==> src/rtl/ccu_pkg.sv <==
// Shared types for the CCU snoop port arbiter: snoop channel structs, domain mask,
// requester index and lock state.
package ccu_pkg;

  // Bit of the CR response flagging that CD data follows.
  localparam int unsigned CrDataTransferBit = 0;

  // Requester index: 0 = write path, 1 = read path.
  typedef logic snoop_arb_idx_t;

  typedef logic [3:0] domain_mask_t;
  typedef logic [4:0] cr_resp_t;

  typedef struct packed {
    logic [31:0] addr;
    logic [3:0]  snoop;
    logic [2:0]  prot;
  } ac_chan_t;

  typedef struct packed {
    logic [31:0] data;
    logic        last;
  } cd_chan_t;

  typedef struct packed {
    logic     ac_valid;
    ac_chan_t ac;
    logic     cr_ready;
    logic     cd_ready;
  } snoop_req_t;

  typedef struct packed {
    logic     ac_ready;
    logic     cr_valid;
    cr_resp_t cr_resp;
    logic     cd_valid;
    cd_chan_t cd;
  } snoop_resp_t;

  typedef enum logic [0:0] {StFree, StLocked} lock_state_e;

  // Round-robin successor of a two-way grant.
  function automatic snoop_arb_idx_t other_idx(snoop_arb_idx_t idx);
    return ~idx;
  endfunction

endpackage

==> src/rtl/ace_ccu_snoop_order_fifo.sv <==
// Small FIFO of requester indices used to track snoop response ordering.
// Push is ignored when full and pop when empty; a same-cycle pop never frees a slot
// for a push in that cycle.
module ace_ccu_snoop_order_fifo
  import ccu_pkg::*;
#(
  parameter int unsigned Depth = 4
) (
  input  logic           clk_i,
  input  logic           rst_ni,
  input  logic           push_i,
  input  snoop_arb_idx_t data_i,
  input  logic           pop_i,
  output logic           full_o,
  output logic           empty_o,
  output snoop_arb_idx_t head_o
);

  localparam int unsigned PtrW = (Depth > 1) ? $clog2(Depth) : 1;
  localparam int unsigned CntW = $clog2(Depth + 1);

  snoop_arb_idx_t [Depth-1:0] mem_q;
  logic [PtrW-1:0]            wr_ptr_q, rd_ptr_q;
  logic [CntW-1:0]            cnt_q;
  logic                       push_ok, pop_ok;

  function automatic logic [PtrW-1:0] ptr_inc(logic [PtrW-1:0] p);
    return (p == PtrW'(Depth - 1)) ? '0 : p + PtrW'(1);
  endfunction

  assign full_o  = (cnt_q == CntW'(Depth));
  assign empty_o = (cnt_q == '0);
  assign head_o  = mem_q[rd_ptr_q];
  assign push_ok = push_i && !full_o;
  assign pop_ok  = pop_i && !empty_o;

  // Storage, pointers and occupancy.
  always_ff @(posedge clk_i or negedge rst_ni) begin
    if (!rst_ni) begin
      mem_q    <= '0;
      wr_ptr_q <= '0;
      rd_ptr_q <= '0;
      cnt_q    <= '0;
    end else begin
      if (push_ok) begin
        mem_q[wr_ptr_q] <= data_i;
        wr_ptr_q        <= ptr_inc(wr_ptr_q);
      end
      if (pop_ok) begin
        rd_ptr_q <= ptr_inc(rd_ptr_q);
      end
      if (push_ok && !pop_ok) begin
        cnt_q <= cnt_q + CntW'(1);
      end else if (!push_ok && pop_ok) begin
        cnt_q <= cnt_q - CntW'(1);
      end
    end
  end

endmodule

==> src/rtl/ace_ccu_snoop_port_arbiter.sv <==
// Shares one ACE snoop master port between the CCU write-path (0) and read-path (1)
// snoop controllers. AC is round-robin arbitrated with a lock while stalled; CR and CD
// are steered back to their originator through two order FIFOs.
// Optional per-requester AC grant counters: define ACE_CCU_SNOOP_ARB_STATS_EN.
module ace_ccu_snoop_port_arbiter
  import ccu_pkg::*;
#(
  parameter int unsigned MaxOutstanding = 4,
  parameter int unsigned MaxCdPending   = 2
) (
  input  logic                   clk_i,
  input  logic                   rst_ni,
  input  snoop_req_t  [1:0]      slv_reqs_i,
  output snoop_resp_t [1:0]      slv_resps_o,
  input  domain_mask_t [1:0]     slv_masks_i,
  output snoop_req_t             mst_req_o,
  input  snoop_resp_t            mst_resp_i,
  output domain_mask_t           mst_mask_o,
  output logic [1:0][31:0]       stat_cnt_o
);

  logic           ord_full, ord_empty;
  snoop_arb_idx_t ord_head;
  logic           cd_full, cd_empty;
  snoop_arb_idx_t cd_head;

  lock_state_e    lock_q;
  snoop_arb_idx_t lock_idx_q, rr_ptr_q;

  logic [1:0]     eligible;
  snoop_arb_idx_t grant;
  logic           mst_ac_valid, ac_hs, cr_hs, cd_hs_last, cd_push;

  // Grant selection: a stalled AC keeps its grant, otherwise round-robin.
  always_comb begin
    eligible[0] = slv_reqs_i[0].ac_valid && !ord_full;
    eligible[1] = slv_reqs_i[1].ac_valid && !ord_full;
    if (lock_q == StLocked) begin
      grant = lock_idx_q;
    end else if (eligible == 2'b11) begin
      grant = rr_ptr_q;
    end else if (eligible[1]) begin
      grant = 1'b1;
    end else begin
      grant = 1'b0;
    end
  end

  assign mst_ac_valid = eligible[grant];
  assign ac_hs        = mst_ac_valid && mst_resp_i.ac_ready;
  assign cr_hs        = mst_resp_i.cr_valid && mst_req_o.cr_ready;
  assign cd_hs_last   = mst_resp_i.cd_valid && mst_req_o.cd_ready && mst_resp_i.cd.last;
  assign cd_push      = cr_hs && mst_resp_i.cr_resp[CrDataTransferBit];

  // Master-side request and mask muxing.
  always_comb begin
    mst_req_o          = '0;
    mst_req_o.ac_valid = mst_ac_valid;
    mst_req_o.ac       = slv_reqs_i[grant].ac;
    mst_req_o.cr_ready = !ord_empty && !cd_full && slv_reqs_i[ord_head].cr_ready;
    mst_req_o.cd_ready = !cd_empty && slv_reqs_i[cd_head].cd_ready;
    mst_mask_o         = slv_masks_i[grant];
  end

  // Response steering: AC ready to the grantee, CR/CD to their FIFO heads.
  always_comb begin
    slv_resps_o = '0;
    slv_resps_o[grant].ac_ready = mst_ac_valid && mst_resp_i.ac_ready;
    if (!ord_empty) begin
      // Hide CR from the requester while stalled on a full CD FIFO.
      slv_resps_o[ord_head].cr_valid = mst_resp_i.cr_valid && !cd_full;
      slv_resps_o[ord_head].cr_resp  = mst_resp_i.cr_resp;
    end
    if (!cd_empty) begin
      slv_resps_o[cd_head].cd_valid = mst_resp_i.cd_valid;
      slv_resps_o[cd_head].cd       = mst_resp_i.cd;
    end
  end

  // Grant lock and round-robin pointer.
  always_ff @(posedge clk_i or negedge rst_ni) begin
    if (!rst_ni) begin
      lock_q     <= StFree;
      lock_idx_q <= 1'b0;
      rr_ptr_q   <= 1'b0;
    end else begin
      if (ac_hs) begin
        lock_q   <= StFree;
        rr_ptr_q <= other_idx(grant);
      end else if (mst_ac_valid) begin
        lock_q     <= StLocked;
        lock_idx_q <= grant;
      end
    end
  end

  ace_ccu_snoop_order_fifo #(
    .Depth (MaxOutstanding)
  ) i_order_fifo (
    .clk_i   (clk_i),
    .rst_ni  (rst_ni),
    .push_i  (ac_hs),
    .data_i  (grant),
    .pop_i   (cr_hs),
    .full_o  (ord_full),
    .empty_o (ord_empty),
    .head_o  (ord_head)
  );

  ace_ccu_snoop_order_fifo #(
    .Depth (MaxCdPending)
  ) i_cd_fifo (
    .clk_i   (clk_i),
    .rst_ni  (rst_ni),
    .push_i  (cd_push),
    .data_i  (ord_head),
    .pop_i   (cd_hs_last),
    .full_o  (cd_full),
    .empty_o (cd_empty),
    .head_o  (cd_head)
  );

`ifdef ACE_CCU_SNOOP_ARB_STATS_EN
  logic [1:0][31:0] stat_cnt_q, stat_cnt_d;

  // Saturating count of AC handshakes per requester.
  always_comb begin
    stat_cnt_d = stat_cnt_q;
    if (ac_hs && (stat_cnt_q[grant] != '1)) begin
      stat_cnt_d[grant] = stat_cnt_q[grant] + 32'd1;
    end
  end

  // Counter registers.
  always_ff @(posedge clk_i or negedge rst_ni) begin
    if (!rst_ni) begin
      stat_cnt_q <= '0;
    end else begin
      stat_cnt_q <= stat_cnt_d;
    end
  end

  assign stat_cnt_o = stat_cnt_q;
`else
  assign stat_cnt_o = '0;
`endif

endmodule

==> config.mk <==
export PLATFORM = sky130hd
export DESIGN_NAME = ace_ccu_snoop_port_arbiter
export DESIGN_NICKNAME = d
export VERILOG_FILES = /design/src/rtl/ccu_pkg.sv /design/src/rtl/ace_ccu_snoop_order_fifo.sv /design/src/rtl/ace_ccu_snoop_port_arbiter.sv
export SDC_FILE = /design/constraint.sdc
export NUM_CORES = 1
export LEC_CHECK = 0
export ABC_AREA = 1
export CAP_MARGIN = 20
export CORE_AREA = 2 2 127 129
export CTS_CLUSTER_SIZE = 30
export DETAILED_ROUTE_END_ITERATION = 10
export DIE_AREA = 0 0 129 131
export PLACE_DENSITY = 0.71
export SLEW_MARGIN = 20
export SYNTH_ARGS = -nofsm -noshare
export SYNTH_HDL_FRONTEND = slang
export SYNTH_SLANG_ARGS = --single-unit
==> constraint.sdc <==
create_clock -name clk_i -period 2.32 [get_ports clk_i]
set_clock_uncertainty 0.1 [all_clocks]
set_input_delay 0.464 -clock clk_i [delete_from_list [all_inputs] [get_ports clk_i]]
set_output_delay 0.464 -clock clk_i [all_outputs]
set_load 0.02 [all_outputs]
**Yosys cells after proc, flatten, opt, wreduce, memory -nomap -nowiden**

Cells that the tools add are included.

- Register bits after elaboration: 20
- Input port bits: 135
- Output and inout bits: 192
- Word-level logic and storage cells: 126

- Add/subtract/negate cells: 8
- Magnitude comparators: 12
- Eq/ne operators: 5
- Muxes and demuxes: 49
- Bitwise logic cells: 3
- Reduce and logical (&&, ||, !) cells: 38

Operators with widths:

| kind | number |
|---|---|
| bitwise mux 82 bit | 4 |
| demux 41 bit (select 1 bit) | 5 |
| 2-to-1 mux 82 bit | 2 |
| 2-to-1 mux 41 bit | 3 |
| AND 82 bit | 1 |
| 2-to-1 mux 40 bit | 1 |
| 2-to-1 mux 39 bit | 1 |
| 2-to-1 mux 34 bit | 1 |
| 2-to-1 mux 33 bit | 1 |
| logical AND 1 bit | 24 |
| 2-to-1 mux 1 bit | 16 |
| 2-to-1 mux 2 bit | 6 |
| < comparator 1 x 2 -> 1 bit (second input constant) | 5 |
| equality test 2 bit (second input constant) | 4 |
| logical NOT 1 bit | 8 |
| 2-to-1 mux 4 bit | 2 |
| adder 2 x 1 -> 2 bit (second input constant) | 3 |
| < comparator 2 x 3 -> 1 bit (second input constant) | 2 |
| 2-to-1 mux 3 bit | 2 |
| nonzero test 2 bit | 3 |
| bitwise mux 4 bit | 1 |
| >= comparator 1 bit (second input constant) | 4 |
| adder 3 x 1 -> 3 bit (second input constant) | 1 |
| equality test 3 bit (second input constant) | 1 |
| 12 further kinds | 14 |

**Longest topological paths before layout**

- Depth after elaboration: 17
- Gate-level depth with buffers: 13
- Depth with buffers taken out: 12

**By module**

Synthesis repeated with hierarchy kept, for this count alone.

- Cell total of the unflattened synthesis: 501
- Area total of the unflattened synthesis: 3,303.2 µm²

By module, submodules not included:

| module | times used | cells each | area an instance (µm²) | sequential area each (µm²) |
|---|---|---|---|---|
| ace_ccu_snoop_port_arbiter | 1 | 381 | 2,299.7 | 75.1 |
| ace_ccu_snoop_order_fifo (i_order_fifo) | 1 | 78 | 680.7 | 275.3 |
| ace_ccu_snoop_order_fifo (i_cd_fifo) | 1 | 42 | 322.8 | 150.1 |

**Worst setup path before layout**

Ideal clock, no wire load.

- Path type: input -> register
- Start: in slv_reqs_i[41] in the netlist's numbering
- End: reg i_order_fifo.cnt_q[2]
- Data arrival time: 2.049 ns
- Required time: 2.089 ns
- Setup slack: 0.040 ns
- Stages on the path: 12
- Cells stage by stage: a21oi_1 -> nand3_2 -> nand3_2 -> nand2_2 -> nor2_4 -> buf_6 -> ha_1 -> inv_1 -> fa_1 -> a21oi_1 -> o21ai_0 -> xor2_1

- Word-level cells in the longest chain between the ends: 11
- Elaborated cells on any way between the ends: 13
- Those cells by class: eq/ne (1); mux (5); reduce/logical (7)

Ends and longest elaborated chain:

| what | line | RTL |
|---|---|---|
| from (decl) | ace_ccu_snoop_port_arbiter.sv:13 | `input snoop_req_t [1:0] slv_reqs_i,` |
| logical AND 1 bit (*) | ace_ccu_snoop_port_arbiter.sv:36 | `eligible[0] = slv_reqs_i[0].ac_valid && !ord_full;` |
| equality test 2 bit | ace_ccu_snoop_port_arbiter.sv:40 | `end else if (eligible == 2'b11) begin` |
| 2-to-1 mux 1 bit | ace_ccu_snoop_port_arbiter.sv:40 |  |
| 2-to-1 mux 1 bit | ace_ccu_snoop_port_arbiter.sv:38 | `if (lock_q == StLocked) begin` |
| 2-to-1 mux 1 bit (implied by the code) (*) (2 in a row) | ace_ccu_snoop_port_arbiter.sv:49 | `assign mst_ac_valid = eligible[grant];` |
| logical AND 1 bit (*) | ace_ccu_snoop_port_arbiter.sv:50 | `assign ac_hs = mst_ac_valid && mst_resp_i.ac_ready;` |
| logical AND 1 bit (*) | ace_ccu_snoop_order_fifo.sv:34 | `assign push_ok = push_i && !full_o;` |
| net i_order_fifo.push_ok | ace_ccu_snoop_order_fifo.sv:25 | `logic push_ok, pop_ok;` |
| logical NOT 1 bit | ace_ccu_snoop_order_fifo.sv:54 | `end else if (!push_ok && pop_ok) begin` |
| logical AND 1 bit | ace_ccu_snoop_order_fifo.sv:54 |  |
| nonzero test 2 bit (no source line) | - |  |
| to (signal assigned) | ace_ccu_snoop_order_fifo.sv:53 | `cnt_q <= cnt_q + CntW'(1);` |
| to (signal assigned) | ace_ccu_snoop_order_fifo.sv:55 | `cnt_q <= cnt_q - CntW'(1);` |
| to (decl) | ace_ccu_snoop_order_fifo.sv:24 | `logic [CntW-1:0] cnt_q;` |

Mark *: on every way through the listed nets, which the timed path passes. The rest lies on a longest branch. The select of a mux whose other input is x is not followed.
A chain may end at the register's enable or synchronous reset.

**Worst setup path after layout**

- Start: in slv_reqs_i[41] in the netlist's numbering
- End: reg i_order_fifo.cnt_q[2]

- Word-level cells in the longest chain between the ends: 11
- Elaborated cells on any way between the ends: 13
- Those cells by class: eq/ne (1); mux (5); reduce/logical (7)

Ends and longest elaborated chain:

| what | line |
|---|---|
| logical AND 1 bit (*) | ace_ccu_snoop_port_arbiter.sv:36 |
| equality test 2 bit | ace_ccu_snoop_port_arbiter.sv:40 |
| 2-to-1 mux 1 bit | ace_ccu_snoop_port_arbiter.sv:40 |
| 2-to-1 mux 1 bit | ace_ccu_snoop_port_arbiter.sv:38 |
| 2-to-1 mux 1 bit (implied by the code) (*) (2 in a row) | ace_ccu_snoop_port_arbiter.sv:49 |
| logical AND 1 bit (*) | ace_ccu_snoop_port_arbiter.sv:50 |
| logical AND 1 bit (*) | ace_ccu_snoop_order_fifo.sv:34 |
| logical NOT 1 bit | ace_ccu_snoop_order_fifo.sv:54 |
| logical AND 1 bit | ace_ccu_snoop_order_fifo.sv:54 |
| nonzero test 2 bit (no source line) | - |

Mark *: on every way between the ends. The rest lies on a longest branch, timed or not. The select of a mux whose other input is x is not followed.

==> flow_summary.ini <==
[synth]
synth_area_leader_cell = nand2_1
synth_top_area_share_pct = 21.3
synth-seq-area-share_pct = 17.6
synth.most_common_cell = nand2_1
synth_edf_count = 0
synth_commonest_cells = 162 x nand2_1, 79 x nor3_1, 66 x buf_4, 56 x inv_1, 20 x dfrtp_1
syn_area_sq_um = 2850
synth_ff_type = dfrtp_1
synthTopCellsByArea = nand2_1 21%, dfrtp_1 18%, buf_4 17%
synth.distinct_cells = 26
synth_area_per_cell_sq_um = 5.93
ys_warn_count = 0
synthCells = 481
async_reset_ff_share_pct = 100
synth-seq-cells = 20

[clock_network]
cts_tree = yes
clk_latency_ps = 250
cts_sinks = 20
numCtsBuffers = 3
htree_levels = 1
cts.clk_slew.worst_paths_ps = 60
postCtsHoldBufs = 0
cts_root_buf = clkbuf_16
cts.path.max_buffers = 2

[sta]
fin_setup_tns_ps = 0
finalSetupViolations = 0
grt_setup_unrepaired = true
max_freq_ghz = 0.439
finalHoldViolCount = 0
period_share_pct = 98.1
min_period_ps = 2280
slew_viol_final = 0

[hold_path]
holdPathStages = 2
min_to = i_cd_fifo.mem_q[1]
worstHoldStart = i_cd_fifo.mem_q[1]
hp-class = reg2reg

[place]
dpl.cell_count = 980
place_congestion = 0.758
portBuffers = 262
hpwl_mm = 8.77
dpl-instance-area_sq_um = 5760

[layout]
fin_cells = 990
multi_input_area_sq_um = 1790
antenna_cells = 0
fin_util_pct = 36.4
fin_nets = 918
drive_gt1_share_pct = 19.0
stdcell_area_sq_um = 5670
seq_area_sq_um = 500
fillers = 1684
area_growth_pct = 98.9

[worst_setup_path]
reg2reg_depth = 12
reg2reg_to = i_order_fifo.cnt_q[2]
endpoint_kind = flop
r2r_slack_ps = 70
arrival_ps = 2310
r2r_start = lock_q
critPathLaunchType = input pin
cp.required_ps = 2360
path_class = in2reg
cp_max_fo = 4

[die]
fp.coreArea_sq_um = 15600
initial_utilization_pct = 18.3
fp-row-count = 46
fp.dieW_microns = 129
die_area_sq_um = 16900
die_height_microns = 131
io-pin-count = 327

[global_route]
grt_pass1_wl_mm = 15.1
globalRoute.totalOverflow = 0
first_global_vias = 3321
antenna_found_initial = 0
grt_start_max_net_pins = 32
gr-usage-all-layers_pct = 10.8

[pwr]
p_sw_share_pct = 54.1
p_leak_uw = 0.00311
pwr-share-comb_pct = 84.0
p_int_uw = 3260
total_power_uw = 7090
power_density_nw_per_um2 = 1250
vdd_drop_max_mv = 0.657
clkPwrFrac_pct = 6.7
netSwitchingPower_uw = 3840
p_seq_share_pct = 9.3

[drt]
vias_per_cell = 3.85
vias = 3809
drc = 0
drtIter0Drc = 43
wl_per_cell_microns = 10.4
routed_wl_mm = 10.3
final_antenna_net_count = 0
dr.pass1.iters = 4

[run_status]
outcome = completed

[run]
maxCapViolations = 0
-- layout make-up --
class / instances / share of cell area [%]
clock inverters: 1 / 0.530
repair buffers: 314 / 48.8
multi-input cells: 374 / 31.6
inverters: 62 / 4.17
flip-flops and latches: 20 / 8.83
well taps: 216 / 4.77
clock buffers: 3 / 1.32
-- power groups by stage --
stage               sequential [uW]  combinational (uW)  clock [uW]
global route                    687                6540         506
detailed placement              668                6520           0
finish                          662                5960         475
CTS                             665                6050         481
floorplan                       634                3530           0
global placement                662                6480           0
-- critical path, cell delays in order --
cell and delay [ps]:
dlygate4sd2_1 250, a21oi_2 130, nand3_2 110, buf_4 150, nand3_2 70, nand2_4 80, nor2_4 130, ha_1 150
inv_1 60, fa_2 350, a21oi_2 140, o21ai_1 90, xor2_1 140
-- metal layers --
| layer | track usage [%] | wire length (microns) | up-vias |
|---|---|---|---|
| met5 | 0 | 0 | - |
| met4 | 0.959 | 25 | 0 |
| met3 | 3.22 | 1060 | 2 |
| met2 | 20.8 | 5350 | 194 |
| met1 | 12.3 | 3890 | 1655 |
| li1 | - | - | 1958 |
-- cell families (layout without fill, tap and decap cells) --
kind of cell / after synthesis / count (layout) / synth area share, %
other cells: 1 / 64 / 0.132
fa+ha+maj: 8 / 8 / 3.77
flops: 20 / 20 / 17.6
compound gates: 15 / 15 / 2.90
buf+inv: 150 / 380 / 29.8
xor+xnor: 4 / 4 / 1.23
simple gates: 283 / 283 / 44.7
-- stage by stage --
stage | setup slack, ps | hold WS [ps]
3_3_place_gp | -562 | 359
2_1_floorplan | 40.4 | 68.4
3_5_place_dp | -584 | 374
5_1_grt | -71.0 | 412
4_1_cts | 0.729 | 389
6_report | 44.1 | 390
-- worst max path at each step --
stage | start | end | slack (ps) | cells past startpoint
after floorplan | slv_reqs_i[41] | i_order_fifo.cnt_q[2] | 40 | 12
after global placement | slv_reqs_i[41] | mst_req_o[40] | -560 | 8
after detailed placement | slv_reqs_i[41] | mst_req_o[40] | -580 | 8
after CTS | i_order_fifo.cnt_q[1] | mst_req_o[18] | 0.7 | 9
after global routing | slv_reqs_i[41] | i_order_fifo.cnt_q[2] | -70 | 13
final | slv_reqs_i[41] | i_order_fifo.cnt_q[2] | 40 | 13
-- cells in the final DEF (no fill, tap or decap), types with 2 or more instances in the layout --
| cell | n |
|---|---|
| nand2_1 | 161 |
| clkdlybuf4s50_1 | 132 |
| nor3_1 | 77 |
| conb_1 | 64 |
| dlygate4sd2_1 | 58 |
| inv_1 | 56 |
| buf_4 | 50 |
| clkbuf_2 | 33 |
| dfrtp_1 | 20 |
| buf_2 | 18 |
| nand3_1 | 11 |
| clkdlybuf4s15_1 | 11 |
| nand3_2 | 9 |
| nor2_1 | 8 |
| ha_1 | 7 |
| o21ai_1 | 5 |
| nand4_1 | 5 |
| buf_6 | 5 |
| buf_12 | 5 |
| nor2_4 | 4 |
| nand2_2 | 4 |
| o21ai_0 | 4 |
| inv_2 | 3 |
| a21oi_2 | 3 |
| xnor2_1 | 3 |
| clkbuf_16 | 3 |
| nand2_4 | 2 |
| a21oi_1 | 2 |
-- flip-flops by register name, indices dropped and copies added (netlist names) --
signal / cells
i_cd_fifo.cnt_q: 2
i_cd_fifo.mem_q: 2
i_cd_fifo.rd_ptr_q: 1
i_cd_fifo.wr_ptr_q: 1
i_order_fifo.cnt_q: 3
i_order_fifo.mem_q: 4
i_order_fifo.rd_ptr_q: 2
i_order_fifo.wr_ptr_q: 2
lock_idx_q: 1
lock_q: 1
rr_ptr_q: 1
-- timing repair --
item	in CTS	in global routing
setup buffers	3	2
gates cloned	1	0
resized for setup	215	100
endpoints found under the setup margin	126	61
endpoints found under the hold margin	0	0
pin swaps	3	2
(Power assumes the default switching activity.)
